==> src/rtl/pio_clkdiv_pkg.sv <==
// ---------------------------------------------------------------------------
// pio_clkdiv_pkg
// Shared constants, types and helpers for the PIO clock-enable scheduler.
//   NUM_SM_MAX  : largest supported number of state machines
//   CFG_INT_W   : integer divider field width
//   CFG_FRAC_W  : fractional divider field width (1/256 steps)
//   DIV_W       : width of the effective divisor and of the phase accumulator
//   ACC_STEP    : amount the accumulator advances per enabled cycle (1.0)
//   DIV_RESET   : effective divisor after reset (1.0)
//   clkdiv_cfg_t: {int_part, frac_part} as written by the register file
// Optional feature macro used by the files that import this package:
//   PIO_CLKDIV_READBACK_EN
// ---------------------------------------------------------------------------
package pio_clkdiv_pkg;

    localparam int NUM_SM_MAX = 16;
    localparam int CFG_INT_W  = 16;
    localparam int CFG_FRAC_W = 8;
    localparam int DIV_W      = 25;

    localparam logic [DIV_W-1:0] ACC_STEP  = 25'd256;
    localparam logic [DIV_W-1:0] DIV_RESET = {17'd1, 8'd0};

    typedef struct packed {
        logic [CFG_INT_W-1:0]  int_part;
        logic [CFG_FRAC_W-1:0] frac_part;
    } clkdiv_cfg_t;

    // An integer part of zero stands for 65536, so the divisor is never below 1.0.
    function automatic logic [DIV_W-1:0] eff_divisor(input clkdiv_cfg_t cfg);
        logic [CFG_INT_W:0] int_eff;
        int_eff = (cfg.int_part == '0) ? 17'h10000 : {1'b0, cfg.int_part};
        return {int_eff, cfg.frac_part};
    endfunction

endpackage

==> src/rtl/pio_clkdiv_ctrl_if.sv <==
// ---------------------------------------------------------------------------
// pio_clkdiv_ctrl_if
// Groups the control/status signals of pio_clkdiv_ctrl.
//   sm_en    : per-SM run enable
//   restart  : per-SM one-cycle phase restart
//   cfg_we   : divider write strobe (one cycle)
//   cfg_sel  : target SM of cfg_we, also the readback select
//   cfg_int  : integer part of the divider (0 means 65536)
//   cfg_frac : fractional part of the divider
//   penable  : registered per-SM execute strobe
//   rd_int / rd_frac / rd_pend : active divider and pending flag of cfg_sel
//                                (present only with PIO_CLKDIV_READBACK_EN)
// Modports: master drives control and reads status, slave is the scheduler.
// ---------------------------------------------------------------------------
interface pio_clkdiv_ctrl_if #(
    parameter int NUM_SM = 4
);
    import pio_clkdiv_pkg::*;

    localparam int SEL_W = (NUM_SM > 1) ? $clog2(NUM_SM) : 1;

    logic [NUM_SM-1:0]     sm_en;
    logic [NUM_SM-1:0]     restart;
    logic                  cfg_we;
    logic [SEL_W-1:0]      cfg_sel;
    logic [CFG_INT_W-1:0]  cfg_int;
    logic [CFG_FRAC_W-1:0] cfg_frac;
    logic [NUM_SM-1:0]     penable;
`ifdef PIO_CLKDIV_READBACK_EN
    logic [CFG_INT_W-1:0]  rd_int;
    logic [CFG_FRAC_W-1:0] rd_frac;
    logic                  rd_pend;
`endif

    modport master (
        output sm_en,
        output restart,
        output cfg_we,
        output cfg_sel,
        output cfg_int,
        output cfg_frac,
`ifdef PIO_CLKDIV_READBACK_EN
        input  rd_int,
        input  rd_frac,
        input  rd_pend,
`endif
        input  penable
    );

    modport slave (
        input  sm_en,
        input  restart,
        input  cfg_we,
        input  cfg_sel,
        input  cfg_int,
        input  cfg_frac,
`ifdef PIO_CLKDIV_READBACK_EN
        output rd_int,
        output rd_frac,
        output rd_pend,
`endif
        output penable
    );

endinterface

==> src/rtl/pio_fracdiv_ch.sv <==
// ---------------------------------------------------------------------------
// pio_fracdiv_ch
// One fractional clock-enable channel: phase accumulator, active divisor,
// pending divisor and the rule that moves pending into active.
//   clk, reset  : clock, synchronous active-high reset
//   sm_en       : run enable of this SM
//   restart     : clear the phase accumulator this cycle
//   wr_en       : load wr_cfg into the pending register
//   wr_cfg      : divider value being written
//   active_cfg  : active divider as {int, frac} (PIO_CLKDIV_READBACK_EN only)
//   pend_out    : pending flag (PIO_CLKDIV_READBACK_EN only)
//   penable     : registered execute strobe
// ---------------------------------------------------------------------------
module pio_fracdiv_ch
    import pio_clkdiv_pkg::*;
(
    input  logic        clk,
    input  logic        reset,
    input  logic        sm_en,
    input  logic        restart,
    input  logic        wr_en,
    input  clkdiv_cfg_t wr_cfg,
`ifdef PIO_CLKDIV_READBACK_EN
    output clkdiv_cfg_t active_cfg,
    output logic        pend_out,
`endif
    output logic        penable
);

    logic [DIV_W-1:0] acc;
    logic [DIV_W-1:0] div_q;
    logic [DIV_W-1:0] step_sum;
    clkdiv_cfg_t      pend_cfg;
    logic             pend_flag;
    logic             tick;
    logic             apply_now;

    // acc stays below div_q, so acc + 1.0 always fits in DIV_W bits.
    // A write in the same cycle as an apply opportunity wins over the apply,
    // so the new value waits for the next opportunity.
    always_comb begin
        step_sum  = acc + ACC_STEP;
        tick      = sm_en && !restart && (step_sum >= div_q);
        apply_now = pend_flag && !wr_en && (tick || !sm_en || restart);
    end

    // The tick cycle still uses the old divisor for its own accumulator
    // update; only the following period sees the newly applied divisor.
    always_ff @(posedge clk) begin
        if (reset) begin
            acc       <= '0;
            div_q     <= DIV_RESET;
            pend_cfg  <= '0;
            pend_flag <= 1'b0;
            penable   <= 1'b0;
        end else begin
            if (restart) begin
                acc     <= '0;
                penable <= 1'b0;
            end else if (sm_en) begin
                acc     <= tick ? (step_sum - div_q) : step_sum;
                penable <= tick;
            end else begin
                penable <= 1'b0;
            end

            if (wr_en) begin
                pend_cfg  <= wr_cfg;
                pend_flag <= 1'b1;
            end else if (apply_now) begin
                div_q     <= eff_divisor(pend_cfg);
                pend_flag <= 1'b0;
            end
        end
    end

`ifdef PIO_CLKDIV_READBACK_EN
    // Dropping the top bit maps an effective 65536 back to the written 0.
    assign active_cfg = clkdiv_cfg_t'(div_q[CFG_INT_W+CFG_FRAC_W-1:0]);
    assign pend_out   = pend_flag;
`endif

endmodule

==> src/rtl/pio_clkdiv_ctrl.sv <==
// ---------------------------------------------------------------------------
// pio_clkdiv_ctrl
// Clock-enable scheduler for the BIO/PIO state machines. Holds one fractional
// divider per SM, applies divider writes only on tick boundaries, supports a
// masked phase restart and drives the per-SM penable strobes.
//   clk    : clock
//   reset  : synchronous, active-high
//   bus    : pio_clkdiv_ctrl_if slave modport (sm_en, restart, cfg_*, penable,
//            and rd_int/rd_frac/rd_pend when PIO_CLKDIV_READBACK_EN is defined)
// Parameters:
//   NUM_SM : number of state machines; must match the interface instance.
// Divider field widths come from pio_clkdiv_pkg (16-bit int, 8-bit frac).
// Optional feature: PIO_CLKDIV_READBACK_EN adds combinational readback of the
// active divider and pending flag of cfg_sel.
// ---------------------------------------------------------------------------
module pio_clkdiv_ctrl
    import pio_clkdiv_pkg::*;
#(
    parameter int NUM_SM = 4
) (
    input  logic             clk,
    input  logic             reset,
    pio_clkdiv_ctrl_if.slave bus
);

    localparam int SEL_W = (NUM_SM > 1) ? $clog2(NUM_SM) : 1;

    clkdiv_cfg_t       wr_cfg;
    logic [NUM_SM-1:0] penable_vec;
`ifdef PIO_CLKDIV_READBACK_EN
    clkdiv_cfg_t       active_cfg [NUM_SM];
    logic [NUM_SM-1:0] pend_vec;
`endif

    always_comb begin
        wr_cfg.int_part  = bus.cfg_int;
        wr_cfg.frac_part = bus.cfg_frac;
    end

    for (genvar i = 0; i < NUM_SM; i++) begin : g_ch
        logic wr_en_ch;
        assign wr_en_ch = bus.cfg_we && (bus.cfg_sel == SEL_W'(i));

        pio_fracdiv_ch u_ch (
            .clk        (clk),
            .reset      (reset),
            .sm_en      (bus.sm_en[i]),
            .restart    (bus.restart[i]),
            .wr_en      (wr_en_ch),
            .wr_cfg     (wr_cfg),
`ifdef PIO_CLKDIV_READBACK_EN
            .active_cfg (active_cfg[i]),
            .pend_out   (pend_vec[i]),
`endif
            .penable    (penable_vec[i])
        );
    end

    assign bus.penable = penable_vec;

`ifdef PIO_CLKDIV_READBACK_EN
    always_comb begin
        bus.rd_int  = active_cfg[bus.cfg_sel].int_part;
        bus.rd_frac = active_cfg[bus.cfg_sel].frac_part;
        bus.rd_pend = pend_vec[bus.cfg_sel];
    end
`endif

endmodule

==> src/flat_wrapper.sv <==
// flat-port wrapper written by rule: the top's interface ports become plain ports
module pio_clkdiv_ctrl_flat import pio_clkdiv_pkg::*;
#(
    parameter int NUM_SM = 4
)
  (clk, reset, bus_sm_en, bus_restart, bus_cfg_we, bus_cfg_sel, bus_cfg_int, bus_cfg_frac, bus_penable);
  pio_clkdiv_ctrl_if #(.NUM_SM(NUM_SM)) bus_i ();
  input  logic clk;
  input  logic reset;
  input wire logic [$bits(bus_i.sm_en)-1:0] bus_sm_en;
  input wire logic [$bits(bus_i.restart)-1:0] bus_restart;
  input wire logic [$bits(bus_i.cfg_we)-1:0] bus_cfg_we;
  input wire logic [$bits(bus_i.cfg_sel)-1:0] bus_cfg_sel;
  input wire logic [$bits(bus_i.cfg_int)-1:0] bus_cfg_int;
  input wire logic [$bits(bus_i.cfg_frac)-1:0] bus_cfg_frac;
  output wire logic [$bits(bus_i.penable)-1:0] bus_penable;
  assign bus_i.sm_en = bus_sm_en;
  assign bus_i.restart = bus_restart;
  assign bus_i.cfg_we = bus_cfg_we;
  assign bus_i.cfg_sel = bus_cfg_sel;
  assign bus_i.cfg_int = bus_cfg_int;
  assign bus_i.cfg_frac = bus_cfg_frac;
  assign bus_penable = bus_i.penable;
  pio_clkdiv_ctrl #(.NUM_SM(NUM_SM)) u_core (.clk(clk), .reset(reset), .bus(bus_i));
endmodule
==> config.mk <==
export PLATFORM = sky130hd
export DESIGN_NAME = pio_clkdiv_ctrl_flat
export DESIGN_NICKNAME = d
export VERILOG_FILES = /design/src/rtl/pio_clkdiv_pkg.sv /design/src/rtl/pio_clkdiv_ctrl_if.sv /design/src/rtl/pio_fracdiv_ch.sv /design/src/rtl/pio_clkdiv_ctrl.sv /design/src/flat_wrapper.sv
export SDC_FILE = /design/constraint.sdc
export NUM_CORES = 1
export LEC_CHECK = 0
export BUFFER_PORTS_ARGS = -buffer_cell sky130_fd_sc_hd__buf_2
export CORE_MARGIN = 3
export CORE_UTILIZATION = 50
export CTS_BUF_LIST = sky130_fd_sc_hd__clkbuf_4
export CTS_CLUSTER_DIAMETER = 50
export CTS_CLUSTER_SIZE = 25
export DETAILED_ROUTE_END_ITERATION = 10
export MAX_ROUTING_LAYER = met4
export PLACE_DENSITY = 0.66
export REMOVE_ABC_BUFFERS = 1
export SLEW_MARGIN = 5
export SYNTH_ARGS = -nofsm -noshare
export SYNTH_HDL_FRONTEND = slang
export SYNTH_SLANG_ARGS = --single-unit
==> constraint.sdc <==
create_clock -name clk -period 7.46 [get_ports clk]
set_input_delay 0.746 -clock clk [delete_from_list [all_inputs] [get_ports clk]]
set_output_delay 0.746 -clock clk [all_outputs]
set_load 0.03 [all_outputs]
==> flow_summary.ini <==
[outcome]
status = completed

[worst_setup_path]
r2r_slack_ns = 2.27
crit_fanout = 18
regToRegStartpoint = u_core.g_ch[0].u_ch.acc[8]
crit_path_start_kind = flop
required_ns = 8.16
timing.rr.end = u_core.g_ch[0].u_ch.acc[21]
arrival_ns = 5.89
endpoint_kind = flop
critPathKind = reg -> reg
ff2ff_path_depth = 15

[pwr]
clockPowerShare = 0.186
p_sw_uw = 2850
power_frac_seq = 0.289
total_power_uw = 6340
cellInternalPower_uw = 3490
switching_share = 0.450
ir_drop_mv = 0.254
power_leakage_uw = 0.00761
power_density_mw_per_mm2 = 321
comb_power_share = 0.526

[sta]
min_period_ns = 5.19
fin_crit_sh = 0.696
worst_slew_pin_slew_ns = 1.15
setup-tns-final_ns = 0
max_slew_margin = 0.227
rsz0062_at_grt = false
fmaxAchievable_mhz = 193
drv_slew = 0
setup_viol = 0
finClkSkew_ns = 0.0771
hold_viol = 0

[hold_path]
hold_depth = 3
hold_path.class = in -> reg
min_from = bus_cfg_int[15]
min_to = u_core.g_ch[2].u_ch.pend_cfg[23]

[detailed_routing]
final_antenna_net_count = 0
wirelength_um = 49900
viasPerCell = 5.92
routed-via-count = 17000
drc = 0
dr.pass1.iters = 5
drt_iter0_markers = 1281
wl_per_cell_um = 17.4

[clock_network]
cts_sinks = 304
post-cts-setup-buffers = 0
clockBufferDepth = 3
cts-root-buf = clkbuf_4
cts_hold_buf = 0
cts_tree = built
ctsResizeCount = 0
h-tree-depth = 2
numCtsBuffers = 36
clk_latency_ns = 0.82
path_clk_slew_ns = 0.19

[floorplan]
coreArea_mm2 = 0.0368
io-pin-count = 41
dieArea_mm2 = 0.0398
die_h_um = 200
num_rows = 70
die_x_um = 200
start_util = 0.509

[synth]
async_flop_share = 0
syn_avg_cell_area_um2 = 7.78
yosys-top-cells-area = dfxtp_1 (32%), ha_1 (6.9%), a21oi_1 (6.7%)
synth.most_common_cell = nand2_1
synth_common_cells = nand2_1 (333), dfxtp_1 (304), a21oi_1 (252)
ys_ff_latch = 304
yosysWarnings = 0
ys_types = 91
synth_edf_count = 0
synthCells = 2407
synth_ff_type = dfxtp_1
yosysTopAreaCell = dfxtp_1
netlist_area_mm2 = 0.0187
synth_seq_area_share = 0.325
synth_top_area_share = 0.325

[layout]
fin_util = 0.537
area_delta_synth_final_pct = 5.48
drive_gt1_frac = 0.0664
final_nets = 2510
regArea_mm2 = 0.00609
fill_cells = 3581
multi_input_area_mm2 = 0.0116

[grt]
grt-busiest-layer = met2
grtUsageMet2 = 0.408
met1_usage = 0.340
globalRouteOverflowTotal = 0
grt_pass1_vias = 16000
grt_pass1_wl_um = 81500
antenna_found_initial = 1
use_met3 = 0.0454
grtUsageTotal = 0.257
grt_max_degree = 77

[placed_design]
place.gp.congestion = 0.935
dp_hpwl_um = 36000
portBuffers = 40

[run]
max_cap_viol_count = 0
stage by stage:
stage          worst slack [ns]  hold WS (ns)  cell area [um^2]  std cells
2_1_floorplan              2.15         0.430             18200       2275
3_3_place_gp               2.60         0.442             19100       2795
3_5_place_dp               2.42         0.450             19100       2795
4_1_cts                    2.37         0.127             19800       2861
5_1_grt                    1.81         0.152             19800       2862
6_report                   2.27         0.206             19800       2863
layout make-up:
type,count,share of cell area
diodes,2,0.000253
clock buffers,37,0.0141
clock inverters,29,0.0199
inverters,144,0.0274
multi-input cells,1827,0.586
flip-flops and latches,304,0.308
well taps,468,0.0296
repair buffers,52,0.0150
sequential cells by signal (all words and copies together), names as in the netlist:
name and count:
u_core.g_ch.u_ch.acc 100, u_core.g_ch.u_ch.pend_cfg 96, u_core.g_ch.u_ch.pend_flag 4, u_core.g_ch.u_ch.penable 4, u_core.g_ch.u_ch.div_q 100
cell usage in the layout, fill, tap and decap left out, drive strengths merged, types with 6 or more instances in the layout:
cell,n
nor4,26
o22ai,10
o21ai,111
o31ai,6
xor2,50
o211ai,20
and4,6
inv,154
a21oi,253
a21o,55
mux2i,84
nor2b,15
nand4b,6
nand4,41
clkinv,13
a21boi,8
a211oi,32
buf,52
xnor2,81
nand2b,18
nor3,25
or2,14
clkbuf,37
o21a,19
nand3b,15
and3,43
nor2,174
nand3,98
nor3b,9
a31oi,34
a211o,11
nand2,333
a221oi,11
dfxtp,304
ha,104
and2,8
a22oi,9
or3,12
o21bai,12
a41oi,6
routing by layer:
layer / vias to the layer above / share of wire
li1: 8462 / -
met1: 8020 / 0.46
met2: 393 / 0.46
met3: 78 / 0.057
met4: 0 / 0.023
met5: - / 0
power groups by stage:
stage | Sequential, uW | Combinational (uW) | Clock (uW)
floorplan | 1840 | 2510 | 0
global placement | 1860 | 3250 | 0
detailed placement | 1860 | 3280 | 0
CTS | 1830 | 3290 | 1220
global route | 1850 | 3680 | 1270
finish | 1830 | 3330 | 1180
critical path: stages, from the launching register on:
cell and delay (ns):
dfxtp_1 0.44, ha_1 0.25, nand3_1 0.20, nor3_1 0.53, and4_1 0.32, nand4_1 0.18, xnor2_1 0.18, ha_1 0.41
nand4_1 0.13, nor4_1 0.39, a221oi_1 0.13, o21ai_1 0.21, a211oi_2 0.17, nor3_2 0.93, nand2_1 0.38, o22ai_1 0.26
logic make-up after synthesis:
kind of cell             count (synthesis)  share of synthesized area
AND/OR/NAND/NOR                        852                      0.215
multiplexers                            89                     0.0479
buffers and inverters                  276                     0.0591
XOR/XNOR                               131                     0.0613
AO/OA/AOI/OAI                          647                      0.218
adder cells (fa/ha/maj)                108                     0.0737
flip-flops                             304                      0.325
worst max path at each step:
stage | startpoint | end | slack, ns | depth (start not counted)
after floorplan | u_core.g_ch[0].u_ch.acc[8] | u_core.g_ch[0].u_ch.div_q[24] | 2.15 | 15
after CTS | u_core.g_ch[0].u_ch.acc[8] | u_core.g_ch[0].u_ch.acc[21] | 2.37 | 15
after global placement | u_core.g_ch[0].u_ch.acc[8] | u_core.g_ch[0].u_ch.acc[21] | 2.60 | 15
final | u_core.g_ch[0].u_ch.acc[8] | u_core.g_ch[0].u_ch.acc[21] | 2.27 | 15
after global routing | u_core.g_ch[0].u_ch.acc[8] | u_core.g_ch[0].u_ch.acc[22] | 1.81 | 15
after detailed placement | u_core.g_ch[0].u_ch.acc[8] | u_core.g_ch[0].u_ch.acc[21] | 2.42 | 15
(Power assumes the default switching activity.)
